## config.mk

```make
export PLATFORM = sky130hd
export DESIGN_NAME = rwt_dac_tx_sequencer
export DESIGN_NICKNAME = d
export VERILOG_FILES = /design/src/rtl/rwt_dac_tx_sequencer.sv
export SDC_FILE = /design/constraint.sdc
export NUM_CORES = 1
export LEC_CHECK = 0
export BUFFER_PORTS_ARGS = -buffer_cell sky130_fd_sc_hd__clkbuf_2
export CAP_MARGIN = 40
export CORE_ASPECT_RATIO = 0.6
export CORE_MARGIN = 10
export CORE_UTILIZATION = 45
export CTS_CLUSTER_SIZE = 40
export DETAILED_ROUTE_END_ITERATION = 16
export GPL_TIMING_DRIVEN = 1
export PLACE_DENSITY = 0.76
export SETUP_SLACK_MARGIN = 0.15
export SYNTH_ARGS = -nofsm -noshare
export SYNTH_HDL_FRONTEND = slang
export SYNTH_SLANG_ARGS = --single-unit
```

## constraint.sdc

```tcl
create_clock -name dac_clk -period 4.3 [get_ports dac_clk]
set_input_delay 0.86 -clock dac_clk [delete_from_list [all_inputs] [get_ports dac_clk]]
set_output_delay 0.86 -clock dac_clk [all_outputs]
set_load 0.1 [all_outputs]
```

## src/rtl/rwt_dac_tx_sequencer.sv

```systemverilog
// DAC transmit sequencer: prefill, burst/continuous play-out, lane masking, underflow and flush.
// Define RWT_DAC_SEQ_UFLOW_CNT_EN to build the saturating underflow counter.
module rwt_dac_tx_sequencer #(
  parameter int unsigned DATA_WIDTH  = 64,
  parameter int unsigned LEVEL_WIDTH = 10,
  parameter int unsigned CNT_WIDTH   = 32
) (
  input  logic                   dac_clk,
  input  logic                   dac_rst,
  input  logic                   ctrl_start,
  input  logic                   ctrl_abort,
  input  logic [LEVEL_WIDTH-1:0] ctrl_prefill,
  input  logic [CNT_WIDTH-1:0]   ctrl_burst_len,
  input  logic                   ctrl_uflow_stop,
  input  logic                   fifo_valid,
  input  logic [DATA_WIDTH-1:0]  fifo_data,
  input  logic [LEVEL_WIDTH-1:0] fifo_level,
  output logic                   fifo_ready,
  input  logic [3:0]             dac_enable,
  input  logic [3:0]             dac_valid,
  output logic [DATA_WIDTH-1:0]  dac_data,
  output logic                   dac_underflow,
  output logic [1:0]             stat_state,
  output logic [CNT_WIDTH-1:0]   stat_sample_cnt,
  output logic [15:0]            stat_uflow_cnt,
  output logic                   stat_done
);

  localparam int unsigned LaneW = DATA_WIDTH / 4;

  typedef enum logic [1:0] {
    StIdle    = 2'd0,
    StPrefill = 2'd1,
    StRun     = 2'd2,
    StFlush   = 2'd3
  } state_e;

  state_e                 state_q;
  logic                   strobe;
  logic                   start_go;
  logic [DATA_WIDTH-1:0]  play_data;
  logic [CNT_WIDTH-1:0]   cnt_next;

  assign strobe     = dac_valid[0];
  assign start_go   = (state_q == StIdle) && ctrl_start && !ctrl_abort;
  assign cnt_next   = stat_sample_cnt + CNT_WIDTH'(1);
  assign stat_state = state_q;

  // Abort beats a same-cycle strobe, so that sample stays in the FIFO.
  assign fifo_ready = (state_q == StFlush) ||
                      ((state_q == StRun) && strobe && !ctrl_abort);

  always_comb begin
    play_data = '0;
    for (int j = 0; j < 4; j++) begin
      if (dac_enable[j] && dac_valid[j]) begin
        play_data[j*LaneW +: LaneW] = fifo_data[j*LaneW +: LaneW];
      end
    end
  end

  always_ff @(posedge dac_clk) begin
    if (dac_rst) begin
      state_q         <= StIdle;
      dac_data        <= '0;
      dac_underflow   <= 1'b0;
      stat_sample_cnt <= '0;
      stat_done       <= 1'b0;
    end else begin
      stat_done <= 1'b0;
      // Default strobe load; the RUN branch overrides it with played data.
      if (strobe) begin
        dac_data      <= '0;
        dac_underflow <= 1'b0;
      end
      unique case (state_q)
        StIdle: begin
          if (start_go) begin
            state_q         <= StPrefill;
            stat_sample_cnt <= '0;
          end
        end
        StPrefill: begin
          if (ctrl_abort) begin
            state_q <= StFlush;
          end else if (fifo_level >= ctrl_prefill) begin
            state_q <= StRun;
          end
        end
        StRun: begin
          if (ctrl_abort) begin
            state_q   <= StFlush;
            stat_done <= 1'b1;
          end else if (strobe) begin
            if (fifo_valid) begin
              dac_data        <= play_data;
              stat_sample_cnt <= cnt_next;
              if ((ctrl_burst_len != '0) && (cnt_next == ctrl_burst_len)) begin
                state_q   <= StIdle;
                stat_done <= 1'b1;
              end
            end else begin
              dac_underflow <= 1'b1;
              if (ctrl_uflow_stop) begin
                state_q   <= StFlush;
                stat_done <= 1'b1;
              end
            end
          end
        end
        StFlush: begin
          if (!fifo_valid) begin
            state_q <= StIdle;
          end
        end
        default: state_q <= StIdle;
      endcase
    end
  end

`ifdef RWT_DAC_SEQ_UFLOW_CNT_EN
  logic        uflow_hit;
  logic [15:0] uflow_cnt_q;

  assign uflow_hit = (state_q == StRun) && strobe && !ctrl_abort && !fifo_valid;

  always_ff @(posedge dac_clk) begin
    if (dac_rst || start_go) begin
      uflow_cnt_q <= '0;
    end else if (uflow_hit && (uflow_cnt_q != 16'hFFFF)) begin
      uflow_cnt_q <= uflow_cnt_q + 16'd1;
    end
  end

  assign stat_uflow_cnt = uflow_cnt_q;
`else
  assign stat_uflow_cnt = '0;
`endif

endmodule

```

==> summary.md, run 1 <==
| Metric | Value |
|---|---|
| Run status | `completed` |
| Reg clk slew, reported paths | `80 ps` |
| Die Y | `~110 um` |
| WP data arrival | `~3700 ps` |
| Initial Util | `46.0%` |
| Setup crit start kind | `flop` |
| Post-synth EDFFs | `0` |
| Fmax | `294 MHz` |
| CP Launch Point | `stat_sample_cnt[0]$_SDFFE_PP0P_` |
| Die area | `approximately 0.018 mm^2` |
| Ports | `247` |
| Max_cap viols | `0` |
| Fin crit share | `between 70% and 80%` |
| Crit path to | `stat_done$_SDFF_PP0_` |
| Congestion Overflow GR | `0` |
| Die width | `roughly 170 um` |
| Buffers inserted by post-CTS timing repair | `0` |
| N_diodes | `0` |
| Vias in the first global route | `just under 6,000` |
| CP Class | `reg -> reg` |
| Netlist cell types | `roughly 70` |
| Top FF cell, synth | `dfxtp_1` |
| DP Area | `0.00701 mm^2` |
| CTS buffer count | `9` |
| Largest net degree at the start of global routing | `a little under 70` |
| Via count | `between 6,000 and 7,000` |
| Layout Skew | `~11 ps` |
| Yosys reg bits | `100` |
| FF-to-FF End | `stat_done$_SDFF_PP0_` |
| Synthesized area | `approximately 0.0059 mm^2` |
| Per-cell routed wire length | `between 15 and 20 um` |
| Global-route wire length before repair | `around 32,000 um` |
| Hold crit path type | `reg -> reg` |
| Final RePlAce weighted congestion | `approximately 0.9` |
| Share of post-route cells with drive strength above 1 | `between 20 and 30%` |
| HPWL after DPL | `around 15,000 um` |
| Clk sink count | `100` |
| Global Route Usage Sum | `a little over a fifth` |
| Layout Nets | `about 1,100` |
| Post-synthesis sequential area ratio | `between 30 and 40%` |
| DRC Markers | `0` |
| Area grow syn2layout | `23.6%` |
| TritonRoute pass-1 iters | `5` |
| Clock tree buffer depth | `2` |
| H-tree depth | `3` |
| Reg2Reg Setup Slack | `900 ps` |
| CP Capture Type | `flop` |
| Initial antenna violation count | `0` |
| Final Max Slew Viols | `0` |
| Critical Path RT | `between 4000 and 5000 ps` |
| Vias/cell | `about 5.5` |
| Final ANT Viol Nets | `0` |
| Worst-Skew Late Latency | `approximately 340 ps` |
| Power density over cell area | `282 mW/mm^2` |
| Syn_area_per_cell | `between 7 and 8 um^2` |
| RSZ-0062 raised after global routing | `false` |
| Detailed Route WL | `approximately 20,000 um` |
| Yosys warnings | `0` |
| Root buf cell | `clkbuf_16` |
| TNS Setup | `0 ps` |
| TritonCTS clock tree | `done` |
| Core region area | `around 0.013 mm^2` |
| Syn Inst Count | `~760` |
| Final count of hold timing violations | `0` |
| Setup violators final | `0` |
| First DRT Iteration DRCs | `between 600 and 700` |
| Slew @ Worst Pin | `721 ps` |
| Count of input and output buffers | `230` |
| # resized after CTS | `0` |
| Minimum clock period | `roughly 3400 ps` |
| Leak | `3.15 nW` |
| Hold buffer count at cts | `0` |
| Relative slew slack | `about half` |
| Worst-path maximum fanout | `11` |
| Worst vdd ir | `0.000175 V` |
| Reg-to-reg critical path startpoint | `stat_sample_cnt[0]$_SDFFE_PP0P_` |
| Row Count | `32` |
| Design Area, Final | `0.00731 mm^2` |
| Asr flop ratio synth | `0%` |
| Depth of the most critical reg-to-reg path | `9` |
==> cell usage in the layout (no fill, tap or decap), types with 3 or more instances in the layout <==
cell,instances
nor3_1,16
and2_1,6
inv_1,16
a21o_1,3
nor2_1,107
nor4_1,18
clkbuf_2,229
nand3_1,18
nor3_2,3
or4_1,4
nand2b_1,6
and3_1,5
a211oi_1,5
nor2b_1,69
a31oi_1,3
buf_4,5
nand4_1,12
and4_1,7
a22oi_1,3
a311oi_1,4
nand4_4,3
xnor2_1,29
o2111ai_1,5
xor2_1,13
or3_1,5
nor4b_1,3
conb_1,16
nand2_1,34
o31ai_1,5
clkbuf_16,9
dfxtp_1,100
a21oi_1,106
o21ai_0,29
nand3b_1,3
ha_1,11
==> metrics by stage <==
step | worst slack (ps) | power, mW | util [%] | hold slack (ps) | std cells
after floorplan | 1030 | 1.18 | - | 922 | 776
after global routing | 610 | 2.15 | 56.8 | 546 | 1127
after global placement | 1210 | 1.27 | 54.3 | 488 | 1110
after CTS | 963 | 2.08 | 56.8 | 512 | 1127
after detailed placement | 1020 | 1.28 | 54.5 | 496 | 1111
final | 901 | 2.06 | 56.8 | 500 | 1127
==> cells by family (layout without fill, tap and decap cells) <==
logic type	count (synthesis)	in the layout	share of synthesized area [%]
compound gates	179	179	17.7
buf+inv	86	267	7.62
xor+xnor	42	42	6.22
flops	100	100	33.9
mux	1	1	0.169
simple gates	341	341	32.0
other cells	1	16	0.0635
fa+ha+maj	11	11	2.33
==> cell usage after synthesis (4+ instances only) <==
cell type / count / share of area [%]
xor2_1: 13 / 1.9
dfxtp_1: 100 / 34
and3_1: 5 / 0.53
or4_1: 4 / 0.51
and4_1: 7 / 1.0
and2_1: 6 / 0.64
nand4_1: 12 / 1.3
a211oi_1: 5 / 0.64
o31ai_1: 5 / 0.64
clkbuf_1: 42 / 2.7
a21oi_1: 106 / 9.0
or3_1: 5 / 0.53
nand2_1: 34 / 2.2
buf_6: 4 / 0.76
nand2b_1: 6 / 0.64
nor2b_1: 69 / 7.3
inv_1: 16 / 1.0
ha_1: 11 / 2.3
nor2_1: 108 / 6.9
o21ai_0: 29 / 2.5
nand3_1: 18 / 1.5
o2111ai_1: 5 / 0.74
nor3_1: 17 / 1.4
a311oi_1: 4 / 0.59
buf_4: 20 / 2.5
nor4_1: 18 / 1.9
xnor2_1: 29 / 4.3
==> how the worst min path moves through the flow <==
stage                                     startpoint                               end  slack [ps]  cells past startpoint
floorplan           stat_sample_cnt[17]$_SDFFE_PP0P_  stat_sample_cnt[17]$_SDFFE_PP0P_         920                      2
global placement                                flop                              flop         490                      2
detailed placement                              flop                              flop         500                      2
CTS                                             flop                              flop         510                      2
global route                                    flop                              flop         550                      2
finish                                          flop                              flop         500                      2
==> power breakdown <==
| part | internal [mW] | switching (mW) | total [mW] |
|---|---|---|---|
| Clock | 0.420 | 0.382 | 0.802 |
| Sequential | 0.930 | 0.00786 | 0.938 |
| Combinational | 0.0969 | 0.224 | 0.321 |
==> cell type report <==
| class | count | area (um^2) |
|---|---|---|
| Clock buffer | 10 | 239 |
| Clock inverter | 6 | 60.1 |
| Fill cell | 1221 | 5550 |
| Inverter | 16 | 60.1 |
| Multi-Input combinational cell | 590 | 3520 |
| Sequential cell | 100 | 2000 |
| Tap cell | 170 | 213 |
| Timing Repair Buffer | 235 | 1210 |
==> worst max-delay path: stages (launching register included) <==
cell	delay (ps)
dfxtp_1	520
ha_1	340
nand3_1	390
nor3_2	590
nand3_1	280
nor4b_1	370
nor2_1	90
nor4_2	380
o21ai_1	110
a211oi_2	240
==> routing by layer <==
layer	vias up	track usage, %	wire length, um
met5	-	0	0
met2	314	30.7	8370
li1	3011	-	-
met3	20	9.09	2690
met1	2805	28.0	8800
met4	0	3.84	193
Power figures use the tool's default switching activity.
==> inputs of run 2 (changes only) <==
Clock period 4.3 ns to 3.3 ns, I/O delays scaled along.
==> summary.md, run 2 (synthesized netlist as in run 1, its figures left out) <==
| Metric | Value |
|---|---|
| Vias in the first global route | `a little under 6,000` |
| Reg2Reg Setup Slack | `480 ps` |
| Power density over cell area | `363 mW/mm^2` |
| Layout filler cell count | `between 1,000 and 1,500` |
| CP Capture Type | `flop` |
| Die area | `0.0183 mm^2` |
| Root buf cell | `clkbuf_16` |
| Row Count | `32` |
| TritonCTS clock tree | `done` |
| Relative slew slack | `a little over half` |
| Run status | `completed` |
| Worst-Skew Late Latency | `~340 ps` |
| Setup crit start kind | `flop` |
| Crit. path cell count | `8` |
| Congestion Overflow GR | `0` |
| Die Y | `between 100 and 150 um` |
| Crit path to | `stat_done$_SDFF_PP0_` |
| CTS buffer count | `9` |
| Initial antenna violation count | `0` |
| RSZ-0062 raised after global routing | `false` |
| Fmax | `approximately 350 MHz` |
| Buffers inserted by post-CTS timing repair | `0` |
| Worst hold margin | `~500 ps` |
| Ports | `about 250` |
| Critical Path RT | `3560 ps` |
| Global Route Usage Sum | `20.5%` |
| # resized after CTS | `0` |
| TritonRoute pass-1 iters | `5` |
| TNS Setup | `0 ps` |
| Die width | `roughly 170 um` |
| Final Max Slew Viols | `0` |
| WP data arrival | `~3100 ps` |
| Detailed Route WL | `about 20,000 um` |
| Vias/cell | `~5.4` |
| HPWL after DPL | `15,400 um` |
| Fin worst setup slack | `approximately 480 ps` |
| Largest net degree at the start of global routing | `between 60 and 70` |
| Reg-to-reg critical path startpoint | `stat_sample_cnt[3]$_SDFFE_PP0P_` |
| H-tree depth | `3` |
| Leak | `3.19 nW` |
| Layout Nets | `1,100` |
| Highest routing layer actually used | `met4` |
| Depth of the most critical reg-to-reg path | `8` |
| Tot Pwr | `around 2.7 mW` |
| Core region area | `roughly 0.013 mm^2` |
| Worst vdd ir | `0.000266 V` |
| Via count | `6,104` |
| CP Class | `reg -> reg` |
| Crit-path cells | `nand4_4 > or3_1 > or4_4 > a221oi_2 > nand4_1 > nor4_2 > o21ai_1 > a211oi_2` |
| Slew @ Worst Pin | `a little under 700 ps` |
| Global-route wire length before repair | `about 31,000 um` |
| Largest delay share family, worst path | `simple AND/OR/NAND/NOR gates` |
| DRC Markers | `0` |
| Fin crit share | `approximately 86%` |
| Commonest non-fill, non-tap cell in the layout | `clkbuf_2` |
| Clock tree buffer depth | `2` |
| WL met2 | `between 8000 and 9000 um` |
| Area grow syn2layout | `24.6%` |
| Setup violators final | `0` |
| Layout Skew | `around 6.8 ps` |
| CP Launch Point | `stat_sample_cnt[3]$_SDFFE_PP0P_` |
| Clk sink count | `100` |
| Hold buffer count at cts | `0` |
| First DRT Iteration DRCs | `between 500 and 600` |
| CP bufs+invs | `0` |
| Final ANT Viol Nets | `0` |
| Wire length on met3 | `between 2000 and 2500 um` |
| Final RePlAce weighted congestion | `0.985` |
| Highest-count cells in the layout ignoring fill and taps | `228 x clkbuf_2, 107 x nor2_1, 106 x a21oi_1` |
| Minimum clock period | `~2800 ps` |
| N_diodes | `0` |
| Count of input and output buffers | `230` |
| Per-cell routed wire length | `roughly 17 um` |
| Final count of hold timing violations | `0` |
| Worst-path maximum fanout | `10` |
| Max_cap viols | `0` |
| Hold crit path type | `reg -> reg` |
| CP peak stage delay | `between 500 and 600 ps` |
| Reg clk slew, reported paths | `roughly 80 ps` |
| CP max stage cell | `or3_1` |
| Share of post-route cells with drive strength above 1 | `roughly 31%` |
| Post-Route M1 WL | `around 9000 um` |
| FF-to-FF End | `stat_done$_SDFF_PP0_` |
| Initial Util | `between 40% and 50%` |
| Post-place setup slack | `538 ps` |
-- run 2: worst min-delay path by stage --
stage               cells after the start                         endpoint  slack (ps)
detailed placement                      2                             flop         490
floorplan                               2  stat_sample_cnt[5]$_SDFFE_PP0P_         760
global route                            3                             flop         540
global placement                        2                             flop         480
CTS                                     2                             flop         500
finish                                  2                             flop         500
-- run 2: worst register-to-register path: stages, from the launching register on --
cell      delay, ps
dfxtp_2         450
nand4_4         190
or3_1           550
or4_4           530
a221oi_2        300
nand4_1         130
nor4_2          240
o21ai_1         120
a211oi_2        230
-- run 2: layout make-up --
type | count | area, um^2 | area share (%)
tap | 170 | 213 | 2.89
clock inverter | 6 | 57.6 | 0.782
sequential | 100 | 2020 | 27.4
clock buffer | 9 | 225 | 3.06
inverter | 16 | 60.1 | 0.816
multi-input combinational | 590 | 3520 | 47.8
timing repair buffer | 242 | 1270 | 17.3
-- run 2: report_power, final --
group / total [mW] / switching [mW] / internal (mW)
Combinational: 0.419 / 0.290 / 0.128
Sequential: 1.22 / 0.0109 / 1.21
Clock: 1.03 / 0.502 / 0.526
Total: 2.67 / 0.803 / 1.87
-- run 2: metal layers --
layer	global-route usage, %	vias up
li1	-	3028
met1	28.4	2760
met2	30.0	308
met3	7.87	8
met4	3.22	0
met5	0	-
-- run 2: per-stage QoR --
stage / util, % / instance area, um^2 / instances
finish: 57.3 / 7360 / 1133
global route: 57.3 / 7360 / 1133
CTS: 57.3 / 7360 / 1133
detailed placement: 55.1 / 7080 / 1118
global placement: 55.1 / 7080 / 1118
floorplan: - / 5980 / 776
